$ cat config.mk
export PLATFORM = sky130hd
export DESIGN_NAME = huff_code_pack
export DESIGN_NICKNAME = d
export VERILOG_FILES = /design/src/rtl/huff_code_pack.sv
export SDC_FILE = /design/constraint.sdc
export NUM_CORES = 1
export LEC_CHECK = 0
export BUFFER_PORTS_ARGS = -buffer_cell sky130_fd_sc_hd__buf_4
export CAP_MARGIN = 20
export CORE_MARGIN = 2
export CORE_UTILIZATION = 40
export CTS_BUF_LIST = sky130_fd_sc_hd__clkbuf_4 sky130_fd_sc_hd__clkbuf_8
export CTS_CLUSTER_DIAMETER = 30
export CTS_CLUSTER_SIZE = 10
export DETAILED_ROUTE_END_ITERATION = 7
export GPL_TIMING_DRIVEN = 0
export SYNTH_ARGS = -nofsm -noshare
export SYNTH_HDL_FRONTEND = slang
export SYNTH_SLANG_ARGS = --single-unit
export TNS_END_PERCENT = 5
$ cat constraint.sdc
create_clock -name clk -period 4.7 [get_ports clk]
set_clock_uncertainty 0.15 [all_clocks]
set_input_delay 0.705 -clock clk [delete_from_list [all_inputs] [get_ports clk]]
set_output_delay 0.705 -clock clk [all_outputs]
set_load 0.01 [all_outputs]
$ cat src/rtl/huff_code_pack.sv
// Purpose:   Huffman encode stage; looks up per-symbol code length/bits in the table RAM and packs codes MSB-first into bytes.
// Latency:   8 cycles per symbol (GET_SYM..APPEND), +1 per emitted byte; flush byte and done pulse follow the last symbol.
// Backpress: out_valid/out_data held until out_ready; while blocked no table read is issued and src_ready stays low.
//
// Ports:
//   clk, reset (async, active-low)
//   encode_start          run start pulse, honoured only in IDLE
//   src_valid/src_ready   source symbol handshake, src_data (0..127 legal), src_last marks final symbol
//   tbl_addr/tbl_rd       registered table RAM read request; tbl_data sampled in the CAP state
//   out_valid/out_ready   packed byte stream, out_data holds first code bit in bit 7
//   encode_done           1-cycle end-of-run pulse; bit_count valid alongside it
//   err_sym               sticky illegal symbol / illegal code length flag, cleared by encode_start
module huff_code_pack #(
  parameter int CNT_W     = 16,
  parameter int CODE_BASE = 128,
  parameter int MAX_LEN   = 8
) (
  input  logic             clk,
  input  logic             reset,
  input  logic             encode_start,
  input  logic             src_valid,
  input  logic [7:0]       src_data,
  input  logic             src_last,
  output logic             src_ready,
  output logic [9:0]       tbl_addr,
  output logic             tbl_rd,
  input  logic [7:0]       tbl_data,
  output logic             out_valid,
  output logic [7:0]       out_data,
  input  logic             out_ready,
  output logic             encode_done,
  output logic [CNT_W-1:0] bit_count,
  output logic             err_sym
);

  typedef enum logic [3:0] {
    IDLE, GET_SYM,
    LEN_RD, LEN_WAIT, LEN_CAP,
    CODE_RD, CODE_WAIT, CODE_CAP,
    APPEND, EMIT, FLUSH, DONE
  } state_t;

  state_t      state, next_state;
  logic [6:0]  sym;
  logic        last;
  logic [3:0]  len;
  logic [7:0]  code;
  logic [15:0] acc;
  logic [4:0]  fill;

  logic        bad_len;
  logic [4:0]  fill_sum;
  logic [7:0]  code_mask;
  logic [15:0] code_shifted;

  // Length check runs directly on the RAM data so LEN_CAP can branch in the same cycle.
  assign bad_len  = (tbl_data[3:0] == 4'd0) || (tbl_data[3:0] > 4'(MAX_LEN));
  assign fill_sum = fill + {1'b0, len};

  // Keep only the top len bits of the table entry; stray low bits must not leak into the stream.
  assign code_mask    = 8'hFF << (4'd8 - len);
  assign code_shifted = {code & code_mask, 8'h00} >> fill;

  // State register
  always_ff @(posedge clk or negedge reset) begin
    if (!reset) state <= IDLE;
    else        state <= next_state;
  end

  // Next-state logic
  always_comb begin
    next_state = state;
    case (state)
      IDLE:      if (encode_start) next_state = GET_SYM;
      GET_SYM: begin
        if (src_valid) begin
          if (src_data[7]) next_state = src_last ? FLUSH : GET_SYM;
          else             next_state = LEN_RD;
        end
      end
      LEN_RD:    next_state = LEN_WAIT;
      LEN_WAIT:  next_state = LEN_CAP;
      LEN_CAP: begin
        if (bad_len) next_state = last ? FLUSH : GET_SYM;
        else         next_state = CODE_RD;
      end
      CODE_RD:   next_state = CODE_WAIT;
      CODE_WAIT: next_state = CODE_CAP;
      CODE_CAP:  next_state = APPEND;
      APPEND: begin
        if (fill_sum >= 5'd8) next_state = EMIT;
        else                  next_state = last ? FLUSH : GET_SYM;
      end
      // fill never exceeds 15, so one byte always brings it below 8.
      EMIT:      if (out_ready) next_state = last ? FLUSH : GET_SYM;
      FLUSH:     if (fill == 5'd0 || out_ready) next_state = DONE;
      DONE:      next_state = IDLE;
      default:   next_state = IDLE;
    endcase
  end

  // Output logic
  always_comb begin
    src_ready   = (state == GET_SYM);
    out_valid   = (state == EMIT) || ((state == FLUSH) && (fill != 5'd0));
    out_data    = out_valid ? acc[15:8] : 8'h00;
    encode_done = (state == DONE);
  end

  // Table read request is registered off next_state so it is already valid in RD and WAIT.
  always_ff @(posedge clk or negedge reset) begin
    if (!reset) begin
      tbl_rd   <= 1'b0;
      tbl_addr <= 10'd0;
    end else begin
      tbl_rd <= (next_state == LEN_RD)  || (next_state == LEN_WAIT) ||
                (next_state == CODE_RD) || (next_state == CODE_WAIT);
      case (next_state)
        LEN_RD:              tbl_addr <= {3'b000, src_data[6:0]};
        CODE_RD:             tbl_addr <= 10'(CODE_BASE) + {3'b000, sym};
        LEN_WAIT, CODE_WAIT: tbl_addr <= tbl_addr;
        default:             tbl_addr <= 10'd0;
      endcase
    end
  end

  // Datapath: symbol context, accumulator, counters and error flag
  always_ff @(posedge clk or negedge reset) begin
    if (!reset) begin
      sym       <= 7'd0;
      last      <= 1'b0;
      len       <= 4'd0;
      code      <= 8'd0;
      acc       <= 16'd0;
      fill      <= 5'd0;
      bit_count <= '0;
      err_sym   <= 1'b0;
    end else begin
      case (state)
        IDLE: begin
          if (encode_start) begin
            acc       <= 16'd0;
            fill      <= 5'd0;
            bit_count <= '0;
            err_sym   <= 1'b0;
          end
        end
        GET_SYM: begin
          if (src_valid) begin
            sym  <= src_data[6:0];
            last <= src_last;
            if (src_data[7]) err_sym <= 1'b1;
          end
        end
        LEN_CAP: begin
          len <= tbl_data[3:0];
          if (bad_len) err_sym <= 1'b1;
        end
        CODE_CAP: code <= tbl_data;
        APPEND: begin
          acc       <= acc | code_shifted;
          fill      <= fill_sum;
          bit_count <= bit_count + CNT_W'(len);
        end
        EMIT: begin
          if (out_ready) begin
            acc  <= acc << 8;
            fill <= fill - 5'd8;
          end
        end
        default: ;
      endcase
    end
  end

endmodule

==> summary.txt <==
Run status
  – Outcome: complete, no violations

Die
  – Core Rows: 38
  – Starting density of the core: roughly two fifths
  – Die W: 111 um
  – Die area: about 12000 um^2
  – IO Pins: approximately 60
  – Vert. Die Dim: 111 um
  – Core Area: ~11000 um^2

GRT
  – Total track usage: between 20 and 25%
  – Global-route wire length before repair: 20400 um
  – Initial antenna violation count: 0
  – Vias in the first global route: 3946
  – Pin count of the biggest net entering global routing: 72
  – GRT overflow: 0

Finish
  – Number of nets in the layout: about 600
  – Syn-to-layout area delta: 18.4%
  – Share of layout cells above drive strength 1: between 20% and 30%
  – Antenna Cells: 0
  – Most common cell after layout, fill and taps aside: dfrtp_1
  – Most frequent cells in the layout: 71 x dfrtp_1, 62 x buf_4, 52 x nand2_1, 28 x o21ai_0
  – Non-Filler Instances: 701

Synth
  – Synth top area share: 39.2%
  – Cell area after synthesis: 4540 um^2
  – Mean post-synth cell area: about 9.3 um^2
  – Post-synth EDFFs: 0
  – Top FF cell, synth: dfrtp_1
  – Area leader, netlist: dfrtp_1
  – Post-synth ARST share: 100%
  – Sequential area share after synthesis: around two fifths
  – Top post-synthesis cells by area: dfrtp_1 39%, nand2_1 4.3%, mux2i_1 3.1%, o21ai_0 3.1%, ha_1 3.0%
  – Yosys warns: 0
  – Unique masters post-synth: 80
  – Synthesized flop and latch total: ~70
  – Synth Instances: just under 500

Setup path
  – Reg-to-Reg Start: fill[1]
  – Flop2flop setup slack: around 1.7 ns
  – RR Endpoint: tbl_addr[3]
  – Kind of critical path: reg2out
  – Worst EP required: between 3 and 4 ns
  – Kind of start point of the critical path: flip-flop
  – CP Capture Type: output port
  – Crit Path Max Fanout: 10
  – CP Data Arrival Time: between 2 and 2.5 ns
  – R2R cell count: 9

Timing
  – Setup tns final: 0 ns
  – Fmax: roughly 0.31 GHz
  – Slew HR: between 30% and 40%
  – Final Cycle Share: 69.0%
  – Slew @ Worst Pin: 0.925 ns
  – Final setup violation count: 0
  – Min cycle time layout: approximately 3.2 ns
  – Pins over their slew limit: 0
  – RSZ-0062 raised after global routing: no
  – Final hold vios: 0

Routing
  – DR pass1 iterations: 4
  – Post-DR wirelength/cell: about 18 um
  – Vias per std cell: ~5.8
  – DR iter-0 viols: 220
  – Antenna Nets Post-Route: 0
  – Final wirelength: 12400 um
  – Drt drc: 0
  – Routed vias: 4034

Placed design
  – DP HPWL: approximately 9000 um
  – Port Buffer Count: 58
  – Placed Instances: roughly 690
  – Final Wtd Congestion: 0.932

Clock tree
  – Setup Fix Bufs, Post-CTS: 0
  – Clock sink total: slightly above 70
  – CTS tree: done
  – H-tree level count: 3
  – CTS max path bufs: 2
  – Worst-skew pair later-pin latency: roughly 0.37 ns
  – CTS root buf: clkbuf_8
  – CTS buffer count: 9
  – Post_cts resized: 0
  – # hold bufs at CTS: 0
  – CTS clk-pin slew, worst paths: roughly 0.08 ns

Power
  – Peak VDD IR: between 0.2 and 0.25 mV
  – Pwr/cell area: ~560 nW/um^2
  – Lkg Pwr: 2.47 nW

Min path
  – Worst Hold Class: in2async

Flow run
  – Maxcap violations: 0
## sequential cells by signal, summed over array words and instances, names as in the netlist, 4 cells and up
register   cells
code           8
fill           5
sym            7
state          4
tbl_addr       8
acc           16
bit_count     16
len            4
## where the power goes
group	switching [mW]	internal (mW)	total, mW
Clock	0.246	0.312	0.558
Sequential	0.160	0.785	0.945
Combinational	0.945	0.577	1.52
## critical path, cell delays in order, from the launching register on
cell	delay, ns
dfrtp_1	0.36
clkbuf_1	0.24
or3_1	0.46
o311ai_0	0.32
a21oi_1	0.26
and2_1	0.23
buf_4	0.14
## area by class of cell
| type | count | area, um^2 |
|---|---|---|
| buffer | 30 | 180 |
| clock buffer | 11 | 139 |
| clock inverter | 5 | 82.6 |
| fill | 1067 | 5560 |
| inverter | 22 | 82.6 |
| multi-input combinational | 364 | 2500 |
| sequential | 71 | 1780 |
| tap | 140 | 175 |
| timing repair buffer | 58 | 435 |
## synth_stat cells, types with 4 or more instances
cell and n:
dfrtp_1 71, a21o_1 9, a211oi_1 6, or3_1 5, mux2_2 11, buf_2 11, o21bai_1 6, ha_1 11
nand4_1 5, nor4_1 7, nor3_1 9, clkbuf_1 8, mux2i_1 14, and3_1 5, xnor2_1 5, buf_4 4
o22ai_1 5, inv_1 22, o31ai_1 12, and2_1 15, nor2_1 21, buf_6 5, a22oi_1 7, nand3_1 22
a21oi_1 21, o211ai_1 9, nand2b_1 9, o21ai_0 28, nand2_1 52
## per-stage QoR
stage               cell area (um^2)  hold WS (ns)  setup slack, ns  util [%]  total power, mW
finish                          5370         0.312             1.46      49.1             3.03
global route                    5370         0.375             1.22      49.1             3.25
CTS                             5370         0.332             1.40      49.1             3.03
detailed placement              5150         0.315             1.70      47.1             2.47
global placement                5150         0.311             1.76      47.1             2.45
floorplan                       4540         0.259             2.21         -             2.00
## worst max path at each step
stage                       start          end  slack [ns]  cells after the start
after floorplan           fill[4]  out_data[0]        2.21                      5
after global placement    fill[1]  tbl_addr[6]        1.76                      9
after CTS                 fill[4]  out_data[0]        1.40                      6
final                     fill[4]  out_data[0]        1.46                      6
after detailed placement  fill[1]  tbl_addr[3]        1.70                      9
after global routing      fill[4]  out_data[5]        1.22                      6
## logic make-up after synthesis
kind of cell / count (synthesis) / share of synthesized area [%]
adder cells (fa/ha/maj): 13 / 3.92
XOR/XNOR: 6 / 1.16
flip-flops: 71 / 39.2
other: 1 / 0.0826
AND/OR/NAND/NOR: 176 / 21.8
buffers and inverters: 52 / 5.79
multiplexers: 25 / 5.82
AO/OA/AOI/OAI: 142 / 22.3
## metal layers
layer,track usage [%],vias to the layer above,part of all wire (%)
met5,0,-,0
met4,8.25,0,2.5
met3,5.05,21,5.7
met2,31.9,118,47
met1,27.7,1948,45
li1,-,1947,-
Power figures use the tool's default switching activity.
